## config.mk

```make
export PLATFORM = sky130hd
export DESIGN_NAME = dic_cmd_seq
export DESIGN_NICKNAME = d
export VERILOG_FILES = /design/src/rtl/dic_pkg.sv /design/src/rtl/dic_key_class.sv /design/src/rtl/dic_cmd_seq.sv
export SDC_FILE = /design/constraint.sdc
export NUM_CORES = 1
export LEC_CHECK = 0
export ABC_AREA = 1
export CAP_MARGIN = 5
export CORE_MARGIN = 1.5
export CORE_UTILIZATION = 54
export CTS_CLUSTER_SIZE = 16
export DETAILED_ROUTE_END_ITERATION = 12
export PLACE_DENSITY = 0.92
export SYNTH_ARGS = -nofsm -noshare
export SYNTH_HDL_FRONTEND = slang
export SYNTH_SLANG_ARGS = --single-unit
```

## constraint.sdc

```tcl
create_clock -name clk -period 3.5 [get_ports clk]
set_input_delay 0.35 -clock clk [delete_from_list [all_inputs] [get_ports clk]]
set_output_delay 0.35 -clock clk [all_outputs]
set_load 0.005 [all_outputs]
```

## src/rtl/dic_pkg.sv

```systemverilog
// Shared definitions for the digital-clock UART command sequencer.
// Latency: none (constants, types and a pure function only).
// Backpressure: not applicable.
package dic_pkg;

    // ASCII codes the sequencer reacts to (letters in upper case).
    localparam logic [7:0] ASCII_CR  = 8'h0D;
    localparam logic [7:0] ASCII_ESC = 8'h1B;
    localparam logic [7:0] ASCII_S   = 8'h53;
    localparam logic [7:0] ASCII_A   = 8'h41;
    localparam logic [7:0] ASCII_N   = 8'h4E;
    localparam logic [7:0] ASCII_AT  = 8'h40;
    localparam logic [7:0] ASCII_0   = 8'h30;

    // Clearing this bit folds a lower-case letter onto its upper-case code.
    localparam logic [7:0] CASE_BIT  = 8'h20;

    typedef enum logic [2:0] {
        ST_IDLE,
        ST_SET_T,
        ST_SEL_A,
        ST_SET_A,
        ST_WAIT_CR,
        ST_SEL_E
    } state_t;

    // Character classes; le5 qualifies digit (digit value 0..5).
    typedef struct packed {
        logic cr;
        logic esc;
        logic s;
        logic a;
        logic n;
        logic at;
        logic digit;
        logic le5;
    } key_t;

    function automatic logic is_digit(input logic [7:0] c);
        return (c >= ASCII_0) && (c <= ASCII_0 + 8'd9);
    endfunction

endpackage

```

## src/rtl/dic_key_class.sv

```systemverilog
// Purpose: combinational classifier of one received ASCII character.
// Latency: 0 cycles (pure combinational). Backpressure: none.
// Ports: rx_data (character in), key (class flags), value (digit value, low nibble).
module dic_key_class
    import dic_pkg::*;
(
    input  logic [7:0] rx_data,
    output key_t       key,
    output logic [3:0] value
);

    logic [7:0] upper;

    always_comb begin
        // Only used for letter matches; folding never aliases CR/ESC/'@'/digits
        // onto a letter because those are compared on the raw code.
        upper     = rx_data & ~CASE_BIT;
        value     = rx_data[3:0];
        key       = '0;
        key.cr    = (rx_data == ASCII_CR);
        key.esc   = (rx_data == ASCII_ESC);
        key.at    = (rx_data == ASCII_AT);
        key.s     = (upper == ASCII_S);
        key.a     = (upper == ASCII_A);
        key.n     = (upper == ASCII_N);
        key.digit = is_digit(rx_data);
        key.le5   = is_digit(rx_data) && (rx_data[3:0] <= 4'd5);
    end

endmodule

```

## src/rtl/dic_cmd_seq.sv

```systemverilog
// Purpose: UART command sequencer for the digital clock: time set, alarm
//   program and alarm-enable toggle commands, feeding the counter datapath.
// Latency: err / ld_time / ld_alarm appear 1 cycle after the rx_data_rdy cycle.
// Backpressure: none; one character per cycle is accepted back to back.
// Ports: clk, rst (async active-low); rx_data_rdy/rx_data from the UART rx;
//   run, entry_active, dig_ptr, digits, ld_time, ld_alarm, alm_sel,
//   alarm_ena, led_sel, err towards the counters and display.
module dic_cmd_seq
    import dic_pkg::*;
#(
    parameter  int NDIG = 4,
    parameter  int NALM = 2,
    localparam int SELW = (NALM > 1) ? $clog2(NALM) : 1,
    localparam int PTRW = ($clog2(NDIG + 1) > 1) ? $clog2(NDIG + 1) : 1
) (
    input  logic              clk,
    input  logic              rst,
    input  logic              rx_data_rdy,
    input  logic [7:0]        rx_data,
    output logic              run,
    output logic              entry_active,
    output logic [PTRW-1:0]   dig_ptr,
    output logic [4*NDIG-1:0] digits,
    output logic              ld_time,
    output logic              ld_alarm,
    output logic [SELW-1:0]   alm_sel,
    output logic [NALM-1:0]   alarm_ena,
    output logic              led_sel,
    output logic              err
);

    key_t              key;
    logic [3:0]        value;

    state_t            state, state_n;
    logic              is_time, is_time_n;
    logic [4*NDIG-1:0] digits_n;
    logic [PTRW-1:0]   ptr_n;
    logic [SELW-1:0]   sel_n;
    logic [NALM-1:0]   ena_n;
    logic              led_n, run_n, ld_time_n, ld_alarm_n, err_n;
    logic              slot_ok, digit_ok;

    dic_key_class u_key (
        .rx_data (rx_data),
        .key     (key),
        .value   (value)
    );

    assign entry_active = (state == ST_SET_T) || (state == ST_SET_A) ||
                          (state == ST_WAIT_CR);

    // Slot digit must address an existing alarm.
    assign slot_ok  = key.digit && ({28'd0, value} < 32'(NALM));
    // Even positions are tens of minutes/seconds/hours: capped at 5.
    assign digit_ok = key.digit && (dig_ptr[0] || key.le5);

    always_comb begin
        state_n    = state;
        is_time_n  = is_time;
        digits_n   = digits;
        ptr_n      = dig_ptr;
        sel_n      = alm_sel;
        ena_n      = alarm_ena;
        led_n      = led_sel;
        run_n      = run;
        ld_time_n  = 1'b0;
        ld_alarm_n = 1'b0;
        err_n      = 1'b0;

        if (rx_data_rdy) begin
            if ((state != ST_IDLE) && key.esc) begin
                // Silent abort: nothing loaded, clock resumes.
                state_n = ST_IDLE;
                run_n   = 1'b1;
            end else begin
                case (state)
                    ST_IDLE: begin
                        if (key.s) begin
                            state_n   = ST_SET_T;
                            is_time_n = 1'b1;
                            run_n     = 1'b0;
                            digits_n  = '0;
                            ptr_n     = '0;
                        end else if (key.a) begin
                            state_n = ST_SEL_A;
                        end else if (key.at) begin
                            state_n = ST_SEL_E;
                        end else if (key.n) begin
                            led_n = ~led_sel;
                        end else if (!key.cr) begin
                            err_n = 1'b1;
                        end
                    end
                    ST_SEL_A: begin
                        if (slot_ok) begin
                            state_n   = ST_SET_A;
                            is_time_n = 1'b0;
                            sel_n     = value[SELW-1:0];
                            digits_n  = '0;
                            ptr_n     = '0;
                        end else begin
                            state_n = ST_IDLE;
                            err_n   = 1'b1;
                        end
                    end
                    ST_SEL_E: begin
                        state_n = ST_IDLE;
                        if (slot_ok) begin
                            for (int i = 0; i < NALM; i++) begin
                                if (value == 4'(i)) begin
                                    ena_n[i] = ~alarm_ena[i];
                                end
                            end
                        end else begin
                            err_n = 1'b1;
                        end
                    end
                    ST_SET_T, ST_SET_A: begin
                        if (key.cr) begin
                            state_n = ST_IDLE;
                            run_n   = 1'b1;
                            err_n   = 1'b1;
                        end else if (digit_ok) begin
                            for (int i = 0; i < NDIG; i++) begin
                                if (dig_ptr == PTRW'(i)) begin
                                    digits_n[4*(NDIG-1-i) +: 4] = value;
                                end
                            end
                            ptr_n = dig_ptr + 1'b1;
                            if (ptr_n == PTRW'(NDIG)) begin
                                state_n = ST_WAIT_CR;
                            end
                        end else begin
                            err_n = 1'b1;
                        end
                    end
                    ST_WAIT_CR: begin
                        if (key.cr) begin
                            state_n    = ST_IDLE;
                            run_n      = 1'b1;
                            ld_time_n  = is_time;
                            ld_alarm_n = ~is_time;
                        end else begin
                            err_n = 1'b1;
                        end
                    end
                    default: begin
                        state_n = ST_IDLE;
                        run_n   = 1'b1;
                    end
                endcase
            end
        end
    end

    always_ff @(posedge clk or negedge rst) begin
        if (!rst) begin
            state     <= ST_IDLE;
            is_time   <= 1'b0;
            digits    <= '0;
            dig_ptr   <= '0;
            alm_sel   <= '0;
            alarm_ena <= '0;
            led_sel   <= 1'b0;
            run       <= 1'b1;
            ld_time   <= 1'b0;
            ld_alarm  <= 1'b0;
            err       <= 1'b0;
        end else begin
            state     <= state_n;
            is_time   <= is_time_n;
            digits    <= digits_n;
            dig_ptr   <= ptr_n;
            alm_sel   <= sel_n;
            alarm_ena <= ena_n;
            led_sel   <= led_n;
            run       <= run_n;
            ld_time   <= ld_time_n;
            ld_alarm  <= ld_alarm_n;
            err       <= err_n;
        end
    end

endmodule

```

==> flow_summary.json <==
{
  "ys_ff_latch": 31,
  "cts_resized": 0,
  "period_minus_slack_ns": 2.08,
  "clk_latency_ns": 0.33,
  "grt_max_degree": 32,
  "htreeDepth": 2,
  "drc_errors": 0,
  "antenna_found_initial": 0,
  "fmaxAchievable_mhz": 480,
  "num_rows": 20,
  "syn_inst": 242,
  "io_pins": 39,
  "antenna_cells": 0,
  "cts_max_path_buffers": 2,
  "slew_viol_final": 0,
  "synth.net_count": 258,
  "synth.distinct_cells": 28,
  "drt_pre_antenna_iters": 4,
  "dp_slack_ns": 1.31,
  "layout_common_cells": "nand2_1 (86), clkdlybuf4s50_1 (38), dfrtp_1 (30)",
  "layout_commonest_cell": "nand2_1",
  "cap_violations": 0,
  "ant_nets": 0,
  "wl_per_cell_um": 11.7,
  "fin_util": 0.732,
  "cts_tree": "done",
  "root_buffer": "clkbuf_4",
  "yosys.area.top_type_share": 0.415,
  "synth_warnings": 0,
  "skew_ns": 0.00929,
  "avgSynthCellArea_um2": 7.48,
  "p_sw_frac": 0.420,
  "arrival_ns": 1.73,
  "cts_buffers": 5,
  "cts.sinks": 31,
  "cp-end-kind": "primary output",
  "die_h_um": 60.9,
  "relSlewSlack": 0.756,
  "multiInputGateArea_um2": 913,
  "synth_seq_area_share": 0.429,
  "regArea_um2": 777,
  "path_class": "flop to primary output",
  "grt_pass1_wl_um": 6470,
  "setup_viol": 0,
  "timing.hold.ws_ns": 0.384,
  "status": "finished, final reports clean",
  "finalCritPeriodShare": 0.595,
  "final_layout_size_suffix_gt1_frac": 0.105,
  "grt-ovfl-total": 0,
  "syn_area_um2": 1810,
  "fillers": 254,
  "synthTopCellsByArea": "dfrtp_1 (41%), nand2_1 (18%), nand3_1 (6.9%)",
  "reg2regPathDepth": 8,
  "final_nets": 302,
  "gr-usage-all-layers": 0.236,
  "finalPower_mw": 1.44,
  "powerDensity_nw_per_um2": 629,
  "tns_ns": 0,
  "num_vias": 1697,
  "hold_violations": 0,
  "hold_buffers": 0,
  "p_sw_mw": 0.605,
  "clkTransAtPathRegs_ns": 0.09,
  "drt-total-wl_um": 3860,
  "hp-class": "primary input to async pin",
  "post_cts_buffers": 0,
  "startpoint_type": "flop",
  "cp.required_ns": 3.15,
  "first_global_vias": 1469,
  "dieArea_um2": 3710,
  "yosysTopAreaCell": "dfrtp_1",
  "finalWorstSetupSlack_ns": 1.42,
  "internal-power_mw": 0.835,
  "start_util": 0.579,
  "rsz0062_at_grt": "no",
  "clock_power_share": 0.148,
  "crit_path_max_fanout": 5,
  "hpwl_um": 3020,
  "power.leakage_nw": 1.19,
  "die_w_um": 60.9,
  "area_growth_pct": 26.5,
  "port-buffer-count": 38,
  "worst_slew_pin_slew_ns": 0.365,
  "viasPerCell": 5.13,
  "ir_drop_uv": 275,
  "core_um2": 3130,
  "p_seq_frac": 0.351,
  "place.gp.congestion": 0.939,
  "drt_iter0_markers": 68,
  "p_comb_frac": 0.501
}
==> routing by layer <==
| metal | track usage | vias to the layer above | part of all wire |
|---|---|---|---|
| met5 | 0 | - | 0 |
| met4 | 0.0839 | 0 | 0.018 |
| met3 | 0.0512 | 7 | 0.049 |
| met2 | 0.375 | 61 | 0.45 |
| met1 | 0.318 | 762 | 0.48 |
| li1 | - | 867 | - |
==> synth_stat cells <==
library cell and n:
nand2_1 86, dfrtp_1 30, nand3_1 25, inv_1 22
nor2_1 20, nand4_1 7, ha_1 5, nor2_2 5
nor3_1 5, a21oi_1 4, inv_2 3, nand3_2 3
nor2_4 3, o21ai_0 3, xor2_1 3, buf_6 2
nand2_2 2, nor4_1 2, o21ai_1 2, o21ai_2 2
a31oi_1 1, clkinv_1 1, dfstp_2 1, nand2_4 1
nand3b_1 1, o211ai_2 1, or2_1 1, or2_2 1
==> kinds of logic (layout without fill, tap and decap cells) <==
group / after synthesis / after routing / share of synthesized area
xor gates and xnor gates: 3 / 3 / 0.0145
adders and majority gates: 5 / 5 / 0.0346
and+or+nand+nor: 162 / 162 / 0.411
buffers and inverters: 28 / 73 / 0.0663
AOI/OAI and AO/OA: 13 / 13 / 0.0449
DFF: 31 / 31 / 0.429
==> power by group through the flow <==
stage,clock network (mW),registers (mW),logic [mW]
4_1_cts,0.215,0.507,0.719
5_1_grt,0.230,0.518,0.810
2_1_floorplan,0,0.511,0.455
6_report,0.213,0.506,0.721
3_5_place_dp,0,0.514,0.711
3_3_place_gp,0,0.509,0.693
==> path summary, 6_finish.rpt <==
path	startpoint	end	slack, ns
worst max-delay path	state[1]$_DFFE_PN0P_	entry_active	1.42
worst min-delay path	rst	led_sel$_DFFE_PN0P_	0.38
worst max register to register	state[0]$_DFFE_PN0P_	digits[3]$_DFFE_PN0P_	1.71
worst min register to register	is_time$_DFFE_PN0P_	ld_alarm$_DFF_PN0_	0.47
max in group asynchronous	rst	run$_DFFE_PN1P_	2.79
min in group clk	is_time$_DFFE_PN0P_	ld_alarm$_DFF_PN0_	0.47
==> sequential cells by signal, indices dropped and copies added, names as in the netlist <==
name / count
state: 3
alm_sel: 1
led_sel: 1
ld_alarm: 1
ld_time: 1
run: 1
is_time: 1
digits: 16
dig_ptr: 3
err: 1
alarm_ena: 2
==> final cells by class <==
type	count	share of cell area
sequential	31	0.339
tap	44	0.0240
multi-input combinational	183	0.399
clock buffer	7	0.0240
clock inverter	1	0.00218
timing repair buffer	39	0.169
inverter	26	0.0426
==> worst max-delay path, stage by stage (launching register included) <==
cell	delay [ns]
dfrtp_1	0.38
inv_1	0.15
nand3_1	0.22
nand2_1	0.15
clkdlybuf4s50_1	0.50
==> metrics by stage <==
stage / cell area [µm²] / std cells
global placement: 2230 / 323
CTS: 2290 / 331
finish: 2290 / 331
global route: 2290 / 331
detailed placement: 2230 / 323
floorplan: 1810 / 242
(Power assumes the default switching activity.)
